==> src/rtl/page_alloc_if.sv <==
// Page allocate/return handshake bundle between port controllers and the
// page allocation arbiter.
interface page_alloc_if #(
    parameter int N_PORTS = 16,
    parameter int ADDR_W  = 11
);
    logic [N_PORTS-1:0]        alloc_req;
    logic [N_PORTS-1:0]        alloc_gnt;
    logic [ADDR_W-1:0]         alloc_page;
    logic [N_PORTS-1:0]        free_req;
    logic [N_PORTS*ADDR_W-1:0] free_page;
    logic [N_PORTS-1:0]        free_ack;

    modport master (
        output alloc_req, free_req, free_page,
        input  alloc_gnt, alloc_page, free_ack
    );

    modport slave (
        input  alloc_req, free_req, free_page,
        output alloc_gnt, alloc_page, free_ack
    );
endinterface

==> src/rtl/page_alloc_arbiter.sv <==
// Round-robin pop/push arbiter in front of the null-page FIFO.
// Optional low-watermark priority masking: PAGE_ALLOC_LOW_WM_EN.
module page_alloc_arbiter #(
    parameter int N_PORTS = 16,
    parameter int ADDR_W  = 11,
    parameter int DEPTH   = 2048
`ifdef PAGE_ALLOC_LOW_WM_EN
    ,
    parameter int LOW_WM  = 64
`endif
) (
    input  logic              clk,
    input  logic              rst,
    page_alloc_if.slave       bus,
    output logic              pop_head,
    input  logic [ADDR_W-1:0] head_addr,
    output logic              push_tail,
    output logic [ADDR_W-1:0] tail_addr,
    output logic [ADDR_W:0]   free_cnt,
    output logic              err_overflow
`ifdef PAGE_ALLOC_LOW_WM_EN
    ,
    input  logic [N_PORTS-1:0] prio_mask,
    output logic               low_wm
`endif
);
    localparam int IDX_W = (N_PORTS > 1) ? $clog2(N_PORTS) : 1;
    localparam logic [ADDR_W:0] FULL = (ADDR_W+1)'(DEPTH);
    localparam logic [IDX_W-1:0] LAST = IDX_W'(N_PORTS - 1);

    logic [IDX_W-1:0]   alloc_ptr;
    logic [IDX_W-1:0]   free_ptr;
    logic [N_PORTS-1:0] alloc_elig;
    logic [N_PORTS-1:0] alloc_win;
    logic [IDX_W-1:0]   alloc_idx;
    logic [IDX_W-1:0]   free_idx;
    logic [ADDR_W-1:0]  free_sel_page;
    logic               full;
    logic               free_any;

    // First set bit strictly after ptr, wrapping.
    function automatic logic [N_PORTS-1:0] rr_pick(
        input logic [N_PORTS-1:0] req,
        input logic [IDX_W-1:0]   ptr
    );
        logic [N_PORTS-1:0] g;
        logic               found;
        int                 idx;
        g     = '0;
        found = 1'b0;
        for (int k = 1; k <= N_PORTS; k++) begin
            idx = (int'(ptr) + k) % N_PORTS;
            if (!found && req[idx]) begin
                g[idx] = 1'b1;
                found  = 1'b1;
            end
        end
        return g;
    endfunction

    function automatic logic [IDX_W-1:0] enc(input logic [N_PORTS-1:0] v);
        logic [IDX_W-1:0] r;
        r = '0;
        for (int i = 0; i < N_PORTS; i++) begin
            if (v[i]) r = IDX_W'(i);
        end
        return r;
    endfunction

    always_comb begin
        alloc_elig = bus.alloc_req & ~bus.alloc_gnt;
`ifdef PAGE_ALLOC_LOW_WM_EN
        if (low_wm) alloc_elig = alloc_elig & prio_mask;
`endif
        alloc_win = rr_pick(alloc_elig, alloc_ptr);
        alloc_idx = enc(alloc_win);
        pop_head  = (|alloc_elig) && (free_cnt != '0);

        // A full FIFO cannot take a page back: nothing is acked.
        full         = (free_cnt == FULL);
        bus.free_ack = full ? '0 : rr_pick(bus.free_req, free_ptr);
        free_any     = |bus.free_ack;
        free_idx     = enc(bus.free_ack);
        free_sel_page = bus.free_page[int'(free_idx)*ADDR_W +: ADDR_W];
    end

    always_ff @(posedge clk) begin
        if (rst) begin
            bus.alloc_gnt  <= '0;
            bus.alloc_page <= '0;
            push_tail      <= 1'b0;
            tail_addr      <= '0;
            free_cnt       <= FULL;
            err_overflow   <= 1'b0;
            alloc_ptr      <= LAST;
            free_ptr       <= LAST;
        end else begin
            bus.alloc_gnt <= pop_head ? alloc_win : '0;
            if (pop_head) begin
                bus.alloc_page <= head_addr;
                alloc_ptr      <= alloc_idx;
            end
            push_tail <= free_any;
            if (free_any) begin
                tail_addr <= free_sel_page;
                free_ptr  <= free_idx;
            end
            unique case ({push_tail, pop_head})
                2'b10:   free_cnt <= free_cnt + 1'b1;
                2'b01:   free_cnt <= free_cnt - 1'b1;
                default: free_cnt <= free_cnt;
            endcase
            if (full && (|bus.free_req)) err_overflow <= 1'b1;
        end
    end

`ifdef PAGE_ALLOC_LOW_WM_EN
    always_ff @(posedge clk) begin
        if (rst) low_wm <= 1'b0;
        else     low_wm <= (free_cnt < (ADDR_W+1)'(LOW_WM));
    end
`endif
endmodule

==> src/flat_wrapper.sv <==
// flat-port wrapper written by rule: the top's interface ports become plain ports
module page_alloc_arbiter_flat 
#(
    parameter int N_PORTS = 16,
    parameter int ADDR_W  = 11,
    parameter int DEPTH   = 2048

)
  (clk, rst, pop_head, head_addr, push_tail, tail_addr, free_cnt, err_overflow, bus_alloc_req, bus_free_req, bus_free_page, bus_alloc_gnt, bus_alloc_page, bus_free_ack);
  page_alloc_if #(.N_PORTS(N_PORTS), .ADDR_W(ADDR_W)) bus_i ();
  input  logic clk;
  input  logic rst;
  output logic pop_head;
  input  logic [ADDR_W-1:0] head_addr;
  output logic push_tail;
  output logic [ADDR_W-1:0] tail_addr;
  output logic [ADDR_W:0] free_cnt;
  output logic err_overflow;
  input wire logic [$bits(bus_i.alloc_req)-1:0] bus_alloc_req;
  input wire logic [$bits(bus_i.free_req)-1:0] bus_free_req;
  input wire logic [$bits(bus_i.free_page)-1:0] bus_free_page;
  output wire logic [$bits(bus_i.alloc_gnt)-1:0] bus_alloc_gnt;
  output wire logic [$bits(bus_i.alloc_page)-1:0] bus_alloc_page;
  output wire logic [$bits(bus_i.free_ack)-1:0] bus_free_ack;
  assign bus_i.alloc_req = bus_alloc_req;
  assign bus_i.free_req = bus_free_req;
  assign bus_i.free_page = bus_free_page;
  assign bus_alloc_gnt = bus_i.alloc_gnt;
  assign bus_alloc_page = bus_i.alloc_page;
  assign bus_free_ack = bus_i.free_ack;
  page_alloc_arbiter #(.N_PORTS(N_PORTS), .ADDR_W(ADDR_W), .DEPTH(DEPTH)) u_core (.clk(clk), .rst(rst), .bus(bus_i), .pop_head(pop_head), .head_addr(head_addr), .push_tail(push_tail), .tail_addr(tail_addr), .free_cnt(free_cnt), .err_overflow(err_overflow));
endmodule
==> config.mk <==
export PLATFORM = sky130hd
export DESIGN_NAME = page_alloc_arbiter_flat
export DESIGN_NICKNAME = d
export VERILOG_FILES = /design/src/rtl/page_alloc_if.sv /design/src/rtl/page_alloc_arbiter.sv /design/src/flat_wrapper.sv
export SDC_FILE = /design/constraint.sdc
export NUM_CORES = 1
export LEC_CHECK = 0
export BUFFER_PORTS_ARGS = -buffer_cell sky130_fd_sc_hd__buf_2
export CAP_MARGIN = 40
export CORE_AREA = 2 2 211 213
export CTS_BUF_LIST = sky130_fd_sc_hd__clkbuf_8
export DETAILED_ROUTE_END_ITERATION = 8
export DIE_AREA = 0 0 213 215
export SYNTH_ARGS = -nofsm -noshare
export SYNTH_HDL_FRONTEND = slang
export SYNTH_SLANG_ARGS = --single-unit
==> constraint.sdc <==
create_clock -name clk -period 6.9 [get_ports clk]
set_input_delay 0.345 -clock clk [delete_from_list [all_inputs] [get_ports clk]]
set_output_delay 0.345 -clock clk [all_outputs]
set_load 0.005 [all_outputs]
Yosys cells after proc, flatten, opt, wreduce, memory -nomap -nowiden. Cells that the tools add are included.

Add/sub/neg operators: 34. Multipliers: 1. Divide/modulo/power cells: 0. Order comparisons: 64. Eq/ne operators: 3. Shift operators: 1. Mux-type cells: 254. Bitwise logic cells: 65. Reductions and logical operators: 132.

Operators by type and width (number): $mux W16 (33); $or A16 B16 Y16 (30); $lt A5 B6 Y1 const B (32); $shiftx A176 B32 Y11 (1); $ge A5 B1 Y1 const B (32); $bmux W1 S4 (32); $demux W1 S4 (32); $mux W1 (128); $reduce_or A4 Y1 (32); $add A4 B4 Y4 const B (16); $logic_and A1 B1 Y1 (64); $mux W4 (16); $reduce_or A16 Y1 (3); $add A4 B3 Y4 const B (8); $and A1 B1 Y1 const A (32); $logic_not A1 Y1 (30); $mux W3 (8); $pmux W12 S2 (1); $add A4 B1 Y4 const B (4); $add A4 B2 Y4 const B (4); $and A16 B16 Y16 (1); $not A16 Y16 (1); $add A12 B1 Y12 const B (1); $eq A12 B12 Y1 const B (1); other kinds (9) (12).

Register bits after elaboration: 60. Bits in latches: 0. Memory bits (writable): 0. Memory bits (read-only): 0. Input port bits: 221. Output and inout bits: 69. Memories: 0.

Depth between registers and ports, before layout.
Depth after elaboration: 70. Mapped depth: 26. Mapped depth without buffers: 21.

Worst setup path after synthesis. Ideal clock, no wire load.

Path type: register to register. Start point: register u_core.free_ptr[1]. End point: register u_core.tail_addr[3]. Library setup time: 128 ps. Arrival: 5912 ps. Data required time: 6772 ps. Slack: 860 ps. Cell stages (with the launch flop): 24. Buffers on the path: 7. Cell sequence: dfxtp_1 clkbuf_1 inv_1 ha_1 clkbuf_1 mux4_2 nor4b_1 or4_1 buf_2 nor4_4 buf_6 buf_6 nand4_1 o31ai_2 a222oi_1 and3_4 o2111a_1 or3_4 a211oi_4 buf_4 buf_2 mux4_2 a32oi_1 o31ai_1.

Cells in the longest elaborated chain, start to end: 68. Elaborated cells on any way between the ends: 271. Classes of those cells: 16 x add/sub; 1 x mul; 32 x order compare; 1 x shift; 127 x mux; 31 x bitwise; 63 x reduce/logical.

Ends and longest elaborated chain: start: declaration (line page_alloc_arbiter.sv:32) `logic [IDX_W-1:0] free_ptr;`; start signal: assignment (line page_alloc_arbiter.sv:106) `free_ptr <= free_idx;`; parallel branches: the longest is 49 deep, another holds $lt A5 B6 Y1; $mux W16 * (line page_alloc_arbiter.sv:53) `if (!found && req[idx]) begin`; $mux W16 * (line page_alloc_arbiter.sv:81) `bus.free_ack = full ? '0 : rr_pick(bus.free_req, free_ptr);`; $mux W1 (line page_alloc_arbiter.sv:65) `if (v[i]) r = IDX_W'(i);`; $mux W2 (2 in series) (line page_alloc_arbiter.sv:65); $mux W3 (4 in series) (line page_alloc_arbiter.sv:65); $mux W4 (8 in series) (line page_alloc_arbiter.sv:65); $mul A4 B4 Y8 (line page_alloc_arbiter.sv:84) `free_sel_page = bus.free_page[int'(free_idx)*ADDR_W +: ADDR_W];`; $shiftx A176 B32 Y11 (line page_alloc_arbiter.sv:84); end signal: assignment (line page_alloc_arbiter.sv:105) `tail_addr <= free_sel_page;`; end: declaration (line page_alloc_arbiter.sv:18) `output logic [ADDR_W-1:0] tail_addr,`.

Every way passes the cells marked *. The select of a mux whose other input is x is not followed. A chain may end at the register's enable or synchronous reset.

Worst setup path after layout.
Start point: register u_core.free_ptr[0]. End point: register u_core.tail_addr[4].

Same word-level chain as after synthesis.

==> impl_results.md <==
* Core area at 43640 sq um
* Floorplan die area at 45800 sq um
* Sequential-to-total area share from yosys stat at 10.33%
* Number of port buffers at 289
* Maximum clock skew at final layout at 0.04453 ns
* Number of vias per cell after detailed routing at 6.181
* TritonCTS Sinks at 60
* Finished Layout Cells at 2424
* Setup violations, final at 0
* Routed WL at 66410 um
* Setup slack of the critical path after layout at 0.4147 ns
* Total number of placement rows at 77
* Post-placement setup slack at 0.5542 ns
* RD Place Congestion at 1.032
* Worst path most repeated cell: buf_4
* Unrepaired setup endpoints after global routing: false
* Length of the first detailed-routing pass in iterations at 6
* Placed cells at 2402
* Critical path capture point type: flop
* CTS Buf Count at 9
* Seq cells post-synth at 60
* Critical path, cell by cell: buf_4, ha_1, xor2_1, nor4b_1, buf_4, nor4_2, buf_4, and3_1, a221oi_1, o21ai_0, buf_4, or4b_1, o2111a_1, or3_4, a211oi_4, buf_4, inv_2, nor3_2, a22oi_1, buf_4, and4_1
* Library cell used as clock root buffer: clkbuf_8
* Min-Delay Path Class: primary input to flop
* DRT antenna net count at 0
* Slew at the pin with the worst max-slew slack at 0.9361 ns
* Post-synthesis instance total at 1473
* Number of max-slew violations in the final report at 0
* Critical path required time at 7.22 ns
* Flop-to-flop setup slack at 0.41 ns
* Predominant post-synthesis flop cell: dfxtp_1
* Critical Path Slowest Stage Cell: or4b_1
* Setup repair bufs after CTS at 0
* # H-tree levels at 3
* Result of the run: finished clean
* Number of remaining DRC errors at 0
* Nets in the synthesized netlist at 1736
* Hold buffers post-CTS at 0
* Final period demand of the worst path at 6.485 ns
* Warnings, synthesis at 0
* Post-CTS sizing at 0
* Horizontal die dimension at 213 um
* Cell area after synthesis at 11630 sq um
* Global routing usage summed across all routing layers at 28.02%
* Violation count after the first detailed-route iteration at 1959
* Async set-reset flop share out of synthesis at 0%
* Bufs on Longest Clock Path at 2
* Fraction of final layout cells with drive strength greater than 1 at 32.97%
* Final-stage net count at 2084
* Worst-skew pair later-pin latency at 0.46 ns
* Floorplan die height at 215 um
* Normalized max-slew margin at 37.02%
* Kind of start point of the critical path: flop
* Vias at 14980
* GRT Residual Overflow at 0
* Initial antenna violation count at 6
* Final total negative setup slack at 0 ns
* I/O pin count at 290
* Synthesis-to-finish area growth at 27.19%
* HPWL after DPL at 53020 um
* Unique cell type count in the Yosys netlist at 97
* Utilization of the core after routing at 33.89%
* Category of the most critical setup path: flop to flop
* Maximum fanout count along the critical path at 18
* Post-route clock period utilization at 93.99%
* Clock tree from TritonCTS: done
* EDFF count, synth at 0
* Number of failing hold endpoints at the final stage at 0
* Largest stage delay on the critical path at 0.54 ns
* Via count of the first global-routing pass at 14190
* Average cell area after synthesis at 7.895 sq um
* Global-route wire length before repair at 95110 um
* Mean routed wirelength per cell at 27.40 um
* Initial cell density of the core at 26.64%
* Largest net degree at the start of global routing at 40
* Number of violations of the max-capacitance limit at 0
* Clock Pin Slew Worst Setup and Hold Paths at 0.12 ns
* Maximum clock rate at 154.2 MHz
* Endpoint arrival time on the critical path at 6.80 ns
cells in the final DEF, fill, tap and decap left out, types with 21 or more instances in the layout:
cell / instances
a21oi_1: 76
a22oi_1: 41
and2_1: 31
and3_1: 35
buf_2: 292
buf_4: 151
dfxtp_1: 60
ha_1: 41
inv_1: 34
mux2i_1: 93
mux4_2: 72
nand2_1: 90
nand2b_1: 23
nand3_1: 60
nand4_1: 40
nor2_1: 142
nor2b_1: 29
nor3_1: 47
nor4_1: 21
o211ai_1: 21
o21ai_0: 51
xnor2_1: 26
Yosys cell counts (all sizes together) (8+ instances only):
library cell | instances | area share [%]
and4 | 15 | 1.1
nand4 | 41 | 2.3
nand2 | 91 | 3.0
nor2 | 144 | 4.7
buf | 39 | 2.0
xnor2 | 26 | 2.0
and3 | 38 | 2.2
mux2i | 93 | 8.0
a32oi | 18 | 1.4
a21o | 13 | 0.84
dfxtp | 60 | 10
or4 | 8 | 0.52
and2 | 31 | 1.7
mux4 | 72 | 14
nor2b | 30 | 1.6
or3 | 10 | 0.58
a211oi | 12 | 0.99
o31ai | 14 | 1.1
nand2b | 23 | 1.2
nor4 | 24 | 1.5
or2 | 11 | 0.59
a22oi | 41 | 2.6
nand3 | 61 | 2.7
a221oi | 19 | 1.4
clkbuf | 74 | 2.4
o22ai | 11 | 0.59
a21oi | 76 | 3.3
o21ai | 51 | 2.2
ha | 41 | 4.4
a31oi | 21 | 1.3
xor2 | 10 | 0.75
a32o | 14 | 1.2
nor3 | 51 | 2.4
o211ai | 21 | 1.4
o21bai | 8 | 0.52
mux2 | 24 | 2.3
inv | 34 | 1.1
per-stage QoR:
stage               instance area [sq um]  hold slack, ns
finish                              14790          0.1588
global route                        14790          0.1642
CTS                                 14780          0.1319
detailed placement                  14610          0.4631
global placement                    14590          0.4488
floorplan                           11630          0.4604
metal layers:
layer  track usage, %  wire [um]  up-vias
li1                 -          -     6486
met4            13.64       3251        0
met3            7.014       7367      190
met5                0          0        -
met2            43.34      29320     1125
met1            36.14      26470     7181
sequential cells by signal, summed over array words and instances, names as in the netlist:
signal	count
u_core.tail_addr	11
u_core.alloc_ptr	4
u_core.push_tail	1
u_core.err_overflow	1
u_core.free_cnt	12
u_core.bus.alloc_page	11
u_core.free_ptr	4
u_core.bus.alloc_gnt	16
layout make-up:
cell class	instances	area (sq um)
fill	4627	28850
multi-input combinational	1261	9782
timing repair buffer	450	2735
sequential	60	1201
tap	592	740.7
inverter	39	146.4
clock buffer	10	137.6
clock inverter	6	32.53
antenna	6	15.01
cell families (layout without fill, tap and decap cells):
family                     Yosys count  after routing  share of synthesized area, %
DFF                                 60             60                         10.33
and+or+nand+nor                    597            597                         27.40
AOI/OAI and AO/OA                  397            397                         25.02
adders and majority gates           42             42                         4.584
xor gates and xnor gates            36             36                         2.711
other                                0              6                             0
muxes                              189            189                         24.27
buffers and inverters              152            505                         5.681
path summary, 6_finish.rpt:
path	start	end	cells after the start
hold reg to reg	u_core.err_overflow	u_core.err_overflow	2
setup reg to reg	u_core.free_ptr[0]	u_core.tail_addr[4]	21
setup / recovery	u_core.free_ptr[0]	u_core.tail_addr[4]	21
hold / removal	head_addr[1]	u_core.bus.alloc_page[1]	3
worst max-delay path, delay by kind of cell, from the launching register on:
family / cells / cell delay, ns
adders and majority gates: 1 / 0.42
AOI/OAI and AO/OA: 5 / 1.56
buffers and inverters: 7 / 1.35
DFF: 1 / 0.36
and+or+nand+nor: 7 / 2.38
xor gates and xnor gates: 1 / 0.23
Power is not shown: default switching activity piles up to over one toggle a cycle in this logic, so the estimate is an artifact.
